`src/rtl/decode_pkg.sv`:
```
// rtl/decode_pkg.sv - RV32I opcodes, instruction formats and immediate generation
package decode_pkg;

    localparam logic [6:0] OP     = 7'h33;
    localparam logic [6:0] OP_IMM = 7'h13;
    localparam logic [6:0] LOAD   = 7'h03;
    localparam logic [6:0] STORE  = 7'h23;
    localparam logic [6:0] BRANCH = 7'h63;
    localparam logic [6:0] JAL    = 7'h6F;
    localparam logic [6:0] JALR   = 7'h67;
    localparam logic [6:0] LUI    = 7'h37;
    localparam logic [6:0] AUIPC  = 7'h17;

    typedef enum logic [2:0] {
        FMT_R,
        FMT_I,
        FMT_S,
        FMT_B,
        FMT_U,
        FMT_J,
        FMT_BAD
    } fmt_t;

    function automatic fmt_t fmt_of(input logic [6:0] opcode);
        case (opcode)
            OP:                  fmt_of = FMT_R;
            OP_IMM, LOAD, JALR:  fmt_of = FMT_I;
            STORE:               fmt_of = FMT_S;
            BRANCH:              fmt_of = FMT_B;
            LUI, AUIPC:          fmt_of = FMT_U;
            JAL:                 fmt_of = FMT_J;
            default:             fmt_of = FMT_BAD;
        endcase
    endfunction

    // Sign-extended 32-bit immediate; R-format and unknown opcodes yield zero
    function automatic logic [31:0] imm_gen(input logic [31:0] instr, input fmt_t fmt);
        case (fmt)
            FMT_I:   imm_gen = {{20{instr[31]}}, instr[31:20]};
            FMT_S:   imm_gen = {{20{instr[31]}}, instr[31:25], instr[11:7]};
            FMT_B:   imm_gen = {{19{instr[31]}}, instr[31], instr[7], instr[30:25], instr[11:8], 1'b0};
            FMT_U:   imm_gen = {instr[31:12], 12'b0};
            FMT_J:   imm_gen = {{11{instr[31]}}, instr[31], instr[19:12], instr[20], instr[30:21], 1'b0};
            default: imm_gen = 32'h0;
        endcase
    endfunction

endpackage

```
`src/rtl/rv_scoreboard.sv`:
```
// rtl/rv_scoreboard.sv - per-register busy bits for in-flight writers
module rv_scoreboard #(
    parameter int ADDR_WIDTH = 5
) (
    input  logic                  clock,
    input  logic                  reset,
    input  logic                  set_en,
    input  logic [ADDR_WIDTH-1:0] set_sel,
    input  logic                  clr_en,
    input  logic [ADDR_WIDTH-1:0] clr_sel,
    input  logic                  kill_en,
    input  logic [ADDR_WIDTH-1:0] kill_sel,
    input  logic [ADDR_WIDTH-1:0] look_sel1,
    input  logic [ADDR_WIDTH-1:0] look_sel2,
    input  logic [ADDR_WIDTH-1:0] look_sel3,
    output logic                  look_busy1,
    output logic                  look_busy2,
    output logic                  look_busy3
);

    localparam int NREG = 1 << ADDR_WIDTH;

    logic [NREG-1:1] busy;
    logic [NREG-1:0] busy_ext;

    // x0 reads as never busy
    assign busy_ext   = {busy, 1'b0};
    assign look_busy1 = busy_ext[look_sel1];
    assign look_busy2 = busy_ext[look_sel2];
    assign look_busy3 = busy_ext[look_sel3];

    // A new writer setting a register wins over a retire or flush clearing it
    always_ff @(posedge clock or posedge reset) begin
        if (reset) begin
            busy <= '0;
        end else begin
            for (int i = 1; i < NREG; i++) begin
                if (set_en && set_sel == ADDR_WIDTH'(i))
                    busy[i] <= 1'b1;
                else if ((clr_en && clr_sel == ADDR_WIDTH'(i)) ||
                         (kill_en && kill_sel == ADDR_WIDTH'(i)))
                    busy[i] <= 1'b0;
            end
        end
    end

endmodule

```
`src/rtl/decode_issue.sv`:
```
// rtl/decode_issue.sv - RV32I decode/issue stage with hazard scoreboard and ID/EX register
module decode_issue
    import decode_pkg::*;
#(
    parameter int DATA_WIDTH = 32,
    parameter int ADDR_WIDTH = 5,
    parameter int PC_WIDTH   = 32
) (
    input  logic                  clock,
    input  logic                  reset,
    input  logic                  if_valid,
    output logic                  if_ready,
    input  logic [31:0]           if_instr,
    input  logic [PC_WIDTH-1:0]   if_pc,
    output logic [ADDR_WIDTH-1:0] read_sel1,
    output logic [ADDR_WIDTH-1:0] read_sel2,
    input  logic [DATA_WIDTH-1:0] read_data1,
    input  logic [DATA_WIDTH-1:0] read_data2,
    input  logic                  wb_valid,
    input  logic [ADDR_WIDTH-1:0] wb_sel,
    input  logic [DATA_WIDTH-1:0] wb_data,
    input  logic                  flush,
    output logic                  ex_valid,
    input  logic                  ex_ready,
    output logic [PC_WIDTH-1:0]   ex_pc,
    output logic [6:0]            ex_opcode,
    output logic [2:0]            ex_funct3,
    output logic [6:0]            ex_funct7,
    output logic [DATA_WIDTH-1:0] ex_rs1_data,
    output logic [DATA_WIDTH-1:0] ex_rs2_data,
    output logic [DATA_WIDTH-1:0] ex_imm,
    output logic [ADDR_WIDTH-1:0] ex_rd,
    output logic                  ex_rd_wen,
    output logic                  ex_illegal
);

    logic [6:0]            opcode;
    fmt_t                  fmt;
    logic [ADDR_WIDTH-1:0] rs1, rs2, rd;
    logic                  rs2_used, illegal, rd_wen;
    logic                  busy1, busy2, busy_rd;
    logic                  byp1, byp2, byp_rd, hazard, issue;
    logic [DATA_WIDTH-1:0] op1, op2, imm;

    assign opcode   = if_instr[6:0];
    assign fmt      = fmt_of(opcode);
    assign rs1      = ADDR_WIDTH'(if_instr[19:15]);
    assign rs2      = ADDR_WIDTH'(if_instr[24:20]);
    assign rd       = ADDR_WIDTH'(if_instr[11:7]);
    assign rs2_used = (fmt == FMT_R) || (fmt == FMT_S) || (fmt == FMT_B);
    assign illegal  = (fmt == FMT_BAD);
    assign rd_wen   = !((fmt == FMT_S) || (fmt == FMT_B) || illegal) && (rd != '0);

    assign read_sel1 = rs1;
    assign read_sel2 = rs2;

    // Retiring writer forwards its data and resolves the hazard in the same cycle
    assign byp1   = wb_valid && (wb_sel == rs1) && (rs1 != '0);
    assign byp2   = wb_valid && (wb_sel == rs2) && (rs2 != '0);
    assign byp_rd = wb_valid && (wb_sel == rd);
    assign op1    = byp1 ? wb_data : read_data1;
    assign op2    = byp2 ? wb_data : read_data2;
    assign imm    = DATA_WIDTH'($signed(imm_gen(if_instr, fmt)));

    assign hazard = if_valid && (((rs1 != '0) && busy1 && !byp1) ||
                                 (rs2_used && (rs2 != '0) && busy2 && !byp2) ||
                                 (rd_wen && busy_rd && !byp_rd));

    assign if_ready = !reset && !hazard && (!ex_valid || ex_ready) && !flush;
    assign issue    = if_valid && if_ready;

    rv_scoreboard #(.ADDR_WIDTH(ADDR_WIDTH)) u_scoreboard (
        .clock      (clock),
        .reset      (reset),
        .set_en     (issue && rd_wen),
        .set_sel    (rd),
        .clr_en     (wb_valid),
        .clr_sel    (wb_sel),
        .kill_en    (flush && ex_valid && ex_rd_wen),
        .kill_sel   (ex_rd),
        .look_sel1  (rs1),
        .look_sel2  (rs2),
        .look_sel3  (rd),
        .look_busy1 (busy1),
        .look_busy2 (busy2),
        .look_busy3 (busy_rd)
    );

    // ID/EX register: load on issue, drop on flush or consumption, hold while stalled
    always_ff @(posedge clock or posedge reset) begin
        if (reset) begin
            ex_valid    <= 1'b0;
            ex_pc       <= '0;
            ex_opcode   <= '0;
            ex_funct3   <= '0;
            ex_funct7   <= '0;
            ex_rs1_data <= '0;
            ex_rs2_data <= '0;
            ex_imm      <= '0;
            ex_rd       <= '0;
            ex_rd_wen   <= 1'b0;
            ex_illegal  <= 1'b0;
        end else if (issue) begin
            ex_valid    <= 1'b1;
            ex_pc       <= if_pc;
            ex_opcode   <= opcode;
            ex_funct3   <= if_instr[14:12];
            ex_funct7   <= if_instr[31:25];
            ex_rs1_data <= op1;
            ex_rs2_data <= op2;
            ex_imm      <= imm;
            ex_rd       <= rd;
            ex_rd_wen   <= rd_wen;
            ex_illegal  <= illegal;
        end else if (flush || (ex_valid && ex_ready)) begin
            ex_valid    <= 1'b0;
        end
    end

endmodule

```
`config.mk`:
```
export PLATFORM = sky130hd
export DESIGN_NAME = decode_issue
export DESIGN_NICKNAME = d
export VERILOG_FILES = /design/src/rtl/decode_pkg.sv /design/src/rtl/rv_scoreboard.sv /design/src/rtl/decode_issue.sv
export SDC_FILE = /design/constraint.sdc
export NUM_CORES = 1
export LEC_CHECK = 0
export CAP_MARGIN = 20
export CORE_ASPECT_RATIO = 0.75
export CORE_MARGIN = 5
export CORE_UTILIZATION = 46
export DETAILED_ROUTE_END_ITERATION = 12
export PLACE_DENSITY = 0.92
export SETUP_SLACK_MARGIN = 0.3
export SLEW_MARGIN = 25
export SYNTH_ARGS = -nofsm -noshare
export SYNTH_HDL_FRONTEND = slang
export SYNTH_SLANG_ARGS = --single-unit
export TNS_END_PERCENT = 30
```
`constraint.sdc`:
```
create_clock -name clock -period 7.6 [get_ports clock]
set_input_delay 0.76 -clock clock [delete_from_list [all_inputs] [get_ports clock]]
set_output_delay 0.76 -clock clock [all_outputs]
set_load 0.05 [all_outputs]
```
==> results of run 1 <==
==> stage by stage <==
step / instance area (um2) / total power, mW / setup slack [ns]
detailed placement: 13300 / 2.64 / 2.64
global placement: 13300 / 2.61 / 2.73
floorplan: 9890 / 2.10 / 1.84
global route: 13900 / 3.63 / 2.44
finish: 13900 / 3.49 / 2.62
CTS: 13900 / 3.52 / 2.64
==> final cells by class <==
type / instances / area share, %
flip-flops and latches: 184 / 33.2
multi-input cells: 521 / 34.4
repair buffers: 345 / 24.8
inverters: 31 / 0.892
clock buffers: 19 / 3.19
well taps: 288 / 2.60
clock inverters: 13 / 0.947
==> flip-flops by register name, indices dropped and copies added (netlist names) <==
register           count
ex_imm                32
u_scoreboard.busy     31
ex_funct3              3
ex_pc                 32
ex_rs2_data           32
ex_valid               1
ex_rd_wen              1
ex_opcode              7
ex_illegal             1
ex_rs1_data           32
ex_funct7              7
ex_rd                  5
==> final timing paths <==
path,slack (ns),to,cells after the start,from
max,2.62,if_ready,12,if_instr[4]
min in group asynchronous,0.93,u_scoreboard.busy[23],2,reset
min reg2reg,0.51,ex_rs2_data[15],1,ex_rs2_data[15]
min,0.51,ex_rs2_data[15],1,ex_rs2_data[15]
max in group asynchronous,5.46,ex_rs1_data[10],3,reset
max reg2reg,4.30,u_scoreboard.busy[22],8,u_scoreboard.busy[30]
==> power by group through the flow <==
stage               sequential [mW]  combinational (mW)  clock (mW)
floorplan                      1.81               0.290           0
detailed placement             1.25                1.39           0
global placement               1.24                1.37           0
CTS                            1.23                1.39       0.893
finish                         1.23                1.39       0.872
global route                   1.26                1.43       0.937
==> cells by family (layout without fill, tap and decap cells) <==
logic type | after synthesis | count (layout) | synth area share, %
flops | 184 | 184 | 46.6
xor+xnor | 15 | 15 | 1.33
buf+inv | 98 | 408 | 5.34
simple gates | 134 | 134 | 7.09
compound gates | 122 | 122 | 9.75
fa+ha+maj | 2 | 2 | 0.253
mux | 248 | 248 | 29.7
==> per-layer routing <==
layer  share of wire, %  vias to the layer above  GRT usage, %
met5                  0                        -             0
met4                3.2                        0          8.20
met3                 12                       90          9.47
met2                 46                      562          40.5
met1                 38                     4023          33.0
li1                   -                     3592             -
==> worst reg2reg max path: stages, from the launching register on <==
cell	delay, ns
dfrtp_1	0.44
mux4_2	0.47
mux2_2	0.32
o22ai_1	0.17
a31oi_1	0.07
a2bb2oi_2	0.17
nand4_1	0.20
buf_12	0.30
o41ai_1	1.02
==> cell usage in the layout (no fill, tap or decap), types with 17 or more instances in the layout <==
cell,n
clkdlybuf4s50_1,333
mux2_2,200
dfrtp_1,184
nand2_1,42
mux2i_1,32
o221ai_1,31
inv_1,30
o41ai_1,27
a21oi_1,22
clkbuf_16,17
==> results.json, run 1 <==
{
  "status": "complete, no violations",
  "fp.coreArea_um2": 21100,
  "tns_ns": 0,
  "worst_skew_pair.late_latency_ns": 0.43,
  "multi_input_area_um2": 4780,
  "dp.cells": 1369,
  "cp-start-kind": "input port",
  "dp_hpwl_um": 23700,
  "synthTopCellsByArea": "dfrtp_1 (47%), mux2_2 (23%), mux4_2 (3.6%)",
  "drive_gt1_share_pct": 24.6,
  "tightestPinTransition_ns": 1.26,
  "die_w_um": 179,
  "syn-num-nets": 976,
  "seq_area_um2": 4600,
  "rows": 46,
  "drt_iter0_markers": 957,
  "gr-total-overflow": 0,
  "p_switching_mw": 1.39,
  "synth-edff-count": 0,
  "crit_top_cell": "clkdlybuf4s50_1",
  "power_density_nw_per_um2": 252,
  "grt_pass1_wl_um": 48400,
  "skew_ns": 0.0129,
  "synth_top_cell_area_share_pct": 46.6,
  "h-tree-depth": 4,
  "drt_wl_total_um": 32400,
  "grt_pass1_vias": 8371,
  "synth_area_um2": 9890,
  "period_share_pct": 65.5,
  "p_leak_nw": 5.66,
  "grt_max_degree": 184,
  "hold_buffers": 0,
  "intPower_mw": 2.10,
  "cp_num_buf_inv": 3,
  "final_cells": 1401,
  "hold_slack_ns": 0.507,
  "dr.pass1.iters": 6,
  "critPathKind": "in -> out",
  "wl_per_cell_um": 23.1,
  "period_needed_ns": 4.98,
  "cts_setup_buffers": 0,
  "yosys_register_bits": 184,
  "routed_via_density": 5.90,
  "grt_setup_unrepaired": "no",
  "cp_data_arrival_time_ns": 4.22,
  "fin_util_pct": 65.7,
  "critPathMaxFanout": 6,
  "required_ns": 6.84,
  "seq_area_frac_synth_pct": 46.6,
  "root_buffer": "clkbuf_16",
  "crit_path_top_delay_cell": "clkdlybuf4s50_1",
  "vdd_drop_max_v": 0.000198,
  "clkPwrFrac_pct": 25.0,
  "setup_viol": 0,
  "cp_cell_sequence": "clkdlybuf4s50_1 > and3b_1 > a22oi_1 > or2_2 > ha_1 > inv_1 > nor3_1 > nor4_1 > a2bb2oi_2 > nand2_1 > a21boi_0 > clkdlybuf4s50_1",
  "p_sw_share_pct": 39.8,
  "drv_slew": 0,
  "die_y_um": 137,
  "start_util_pct": 46.8,
  "cts.sinks": 184,
  "end_kind": "primary output",
  "antenna_found_initial": 0,
  "seqPwrFrac_pct": 35.3,
  "fp.dieArea_um2": 24600,
  "synth_cell_types": 55,
  "postRouteAntennaNets": 0,
  "grt_usage_pct": 25.7,
  "avgSynthCellArea_um2": 12.3,
  "drc_errors": 0,
  "yosysMostFrequentCell": "mux2_2",
  "cap_violations": 0,
  "hold_viol_final": 0,
  "cts_buffers": 17,
  "fillerInstances": 1570,
  "syn_to_final_growth_pct": 40.4,
  "ctsResizeCount": 0,
  "syn_inst": 803,
  "port_buffers": 334,
  "combPwrFrac_pct": 39.7,
  "fin_nets": 1273,
  "synth_top_cell_by_area": "dfrtp_1",
  "clk_pin_slew_ns": 0.07,
  "yosys_warnings": 0,
  "clock.fmax_mhz": 201,
  "cpPeakStageDelay_ns": 0.84,
  "synth_ff_type": "dfrtp_1",
  "cts_tree": "built",
  "diodes": 0,
  "relSlewSlack_pct": 16.1,
  "vias": 8267,
  "min_path_type": "reg -> reg",
  "io-pin-count": 335,
  "async_flop_share_pct": 100,
  "synth_commonest_cells": "mux2_2 (200), dfrtp_1 (184), nand2_1 (42)",
  "cts_max_path_buffers": 2,
  "routabilityCongestion": 1.04,
  "crit_family": "buffers and inverters"
}
(Power assumes the default switching activity.)
==> inputs of run 2 (changes only) <==
--- a/config.mk
+++ b/config.mk
@@ -8,9 +8,9 @@
 export CAP_MARGIN = 20
 export CORE_ASPECT_RATIO = 0.75
 export CORE_MARGIN = 5
-export CORE_UTILIZATION = 46
+export CORE_UTILIZATION = 42
 export DETAILED_ROUTE_END_ITERATION = 12
-export PLACE_DENSITY = 0.92
+export PLACE_DENSITY = 0.89
 export SETUP_SLACK_MARGIN = 0.3
 export SLEW_MARGIN = 25
 export SYNTH_ARGS = -nofsm -noshare
==> constraint.sdc (replaced) <==
create_clock -name clock -period 4.1 [get_ports clock]
set_input_delay 0.41 -clock clock [delete_from_list [all_inputs] [get_ports clock]]
set_output_delay 0.41 -clock clock [all_outputs]
set_load 0.05 [all_outputs]
==> results.json, run 2 (synthesized netlist as in run 1, its figures left out) <==
{
  "antenna_found_initial": 0,
  "final_common_cell": "clkdlybuf4s50_1",
  "cts.sinks": 184,
  "cts_buffers": 17,
  "syn_to_final_growth_pct": 43.7,
  "cp_data_arrival_time_ns": 3.24,
  "p_sw_share_pct": 40.0,
  "drive_gt1_share_pct": 26.7,
  "tns_ns": 0,
  "root_buffer": "clkbuf_16",
  "h-tree-depth": 4,
  "fp.coreArea_um2": 23100,
  "placed_cell_area_um2": 13600,
  "drv_slew": 0,
  "grt_setup_unrepaired": "no",
  "end_kind": "primary output",
  "r2r_slack_ns": 1.20,
  "dp_hpwl_um": 25500,
  "cp-start-kind": "input port",
  "relSlewSlack_pct": 49.6,
  "drt_iter0_markers": 786,
  "fin_nets": 1303,
  "period_needed_ns": 3.65,
  "p_switching_mw": 2.61,
  "skew_ns": 0.0195,
  "die_w_um": 187,
  "drc_errors": 0,
  "clock.fmax_mhz": 274,
  "ctsResizeCount": 0,
  "hold_viol_final": 0,
  "status": "complete, no violations",
  "final_cell_mix": "clkdlybuf4s50_1 (333), mux2_2 (200), dfrtp_1 (184)",
  "critPathKind": "in -> out",
  "seqPwrFrac_pct": 35.2,
  "drt_wl_total_um": 33500,
  "cp_cell_sequence": "clkdlybuf4s50_1 > nand4bb_1 > nor2b_1 > inv_1 > ha_1 > inv_1 > nor3_1 > nor4_1 > a2bb2oi_2 > nand2_1 > a21boi_0 > buf_12",
  "tightestPinTransition_ns": 0.756,
  "start_util_pct": 42.9,
  "hold_buffers": 0,
  "worst_skew_pair.late_latency_ns": 0.43,
  "intPower_mw": 3.91,
  "cts_tree": "built",
  "fin_util_pct": 61.6,
  "grt_pass1_wl_um": 51700,
  "period_share_pct": 89.1,
  "combPwrFrac_pct": 39.8,
  "grt_pass1_vias": 8830,
  "fin_area_um2": 14200,
  "setup_viol": 0,
  "p_leak_nw": 5.84,
  "io-pin-count": 335,
  "rows": 48,
  "critPathMaxFanout": 5,
  "fp.dieArea_um2": 26700,
  "diodes": 0,
  "wl_per_cell_um": 23.2,
  "power_density_nw_per_um2": 459,
  "min_path_type": "in -> async",
  "crit_top_cell": "inv_1",
  "port_buffers": 334,
  "dr.pass1.iters": 6,
  "vdd_drop_max_v": 0.000304,
  "cp_num_buf_inv": 4,
  "cts_setup_buffers": 0,
  "cpPeakStageDelay_ns": 0.51,
  "clkPwrFrac_pct": 25.0,
  "grt_max_degree": 122,
  "gr-total-overflow": 0,
  "cap_violations": 0,
  "grt_usage_pct": 24.7,
  "cts_max_path_buffers": 2,
  "postRouteAntennaNets": 0,
  "crit_path_top_delay_cell": "clkdlybuf4s50_1",
  "required_ns": 3.69,
  "clk_pin_slew_ns": 0.08,
  "routabilityCongestion": 1.02,
  "routed_via_density": 5.75,
  "die_y_um": 143,
  "crit_family": "simple AND/OR/NAND/NOR gates",
  "vias": 8293
}
==> run 2: layer usage <==
layer	track usage, %	routed length [um]	up-vias
met1	31.7	13400	4020
met4	8.95	1140	0
li1	-	-	3654
met3	8.90	3560	83
met2	38.8	15400	536
met5	0	0	-
==> run 2: power groups by stage <==
| stage | registers [mW] | logic [mW] | clock network [mW] |
|---|---|---|---|
| 3_3_place_gp | 2.30 | 2.57 | 0 |
| 2_1_floorplan | 3.35 | 0.539 | 0 |
| 5_1_grt | 2.33 | 2.69 | 1.76 |
| 4_1_cts | 2.29 | 2.60 | 1.68 |
| 6_report | 2.29 | 2.59 | 1.63 |
| 3_5_place_dp | 2.32 | 2.60 | 0 |
==> run 2: per-stage QoR <==
stage                     worst slack, ns  total power [mW]  hold slack [ns]  std cells
after floorplan                     0.767              3.89            0.517        803
after global placement              0.330              4.87            0.486       1411
after detailed placement            0.199              4.92            0.491       1411
after CTS                           0.504              6.57            0.505       1443
after global routing                0.339              6.78            0.529       1443
final                               0.445              6.51            0.479       1443
==> run 2: worst reg2reg max path: cells and delay by family (launching register included) <==
kind                   cells  cell delay (ns)
AOI/OAI and AO/OA          5             1.25
buffers and inverters      1             0.28
and+or+nand+nor            1             0.21
muxes                      1             0.56
DFF                        1             0.44
==> run 2: worst paths after layout <==
path / endpoint / cells past startpoint / start
max: if_ready / 12 / if_instr[3]
min reg2reg: ex_rs2_data[10] / 1 / ex_rs2_data[10]
max reg2reg: u_scoreboard.busy[14] / 8 / u_scoreboard.busy[13]
min in group clock: ex_rs2_data[10] / 1 / ex_rs2_data[10]
min: ex_valid / 2 / reset
max in group asynchronous: ex_rs1_data[29] / 3 / reset
==> run 2: layout make-up <==
class | count | area [um2]
multi-input combinational | 521 | 4780
timing repair buffer | 375 | 3750
sequential | 184 | 4600
inverter | 31 | 120
clock buffer | 17 | 425
tap | 300 | 375
clock inverter | 15 | 151
fill | 1772 | 8860
==> inputs of run 3 (changes only) <==
--- a/config.mk
+++ b/config.mk
@@ -12,7 +12,7 @@
 export DETAILED_ROUTE_END_ITERATION = 12
 export PLACE_DENSITY = 0.89
 export SETUP_SLACK_MARGIN = 0.3
-export SLEW_MARGIN = 25
+export SLEW_MARGIN = 10
 export SYNTH_ARGS = -nofsm -noshare
 export SYNTH_HDL_FRONTEND = slang
 export SYNTH_SLANG_ARGS = --single-unit
==> results of run 3 <==
Same layout as run 2: the final DEF is identical, and so are final timing and power.
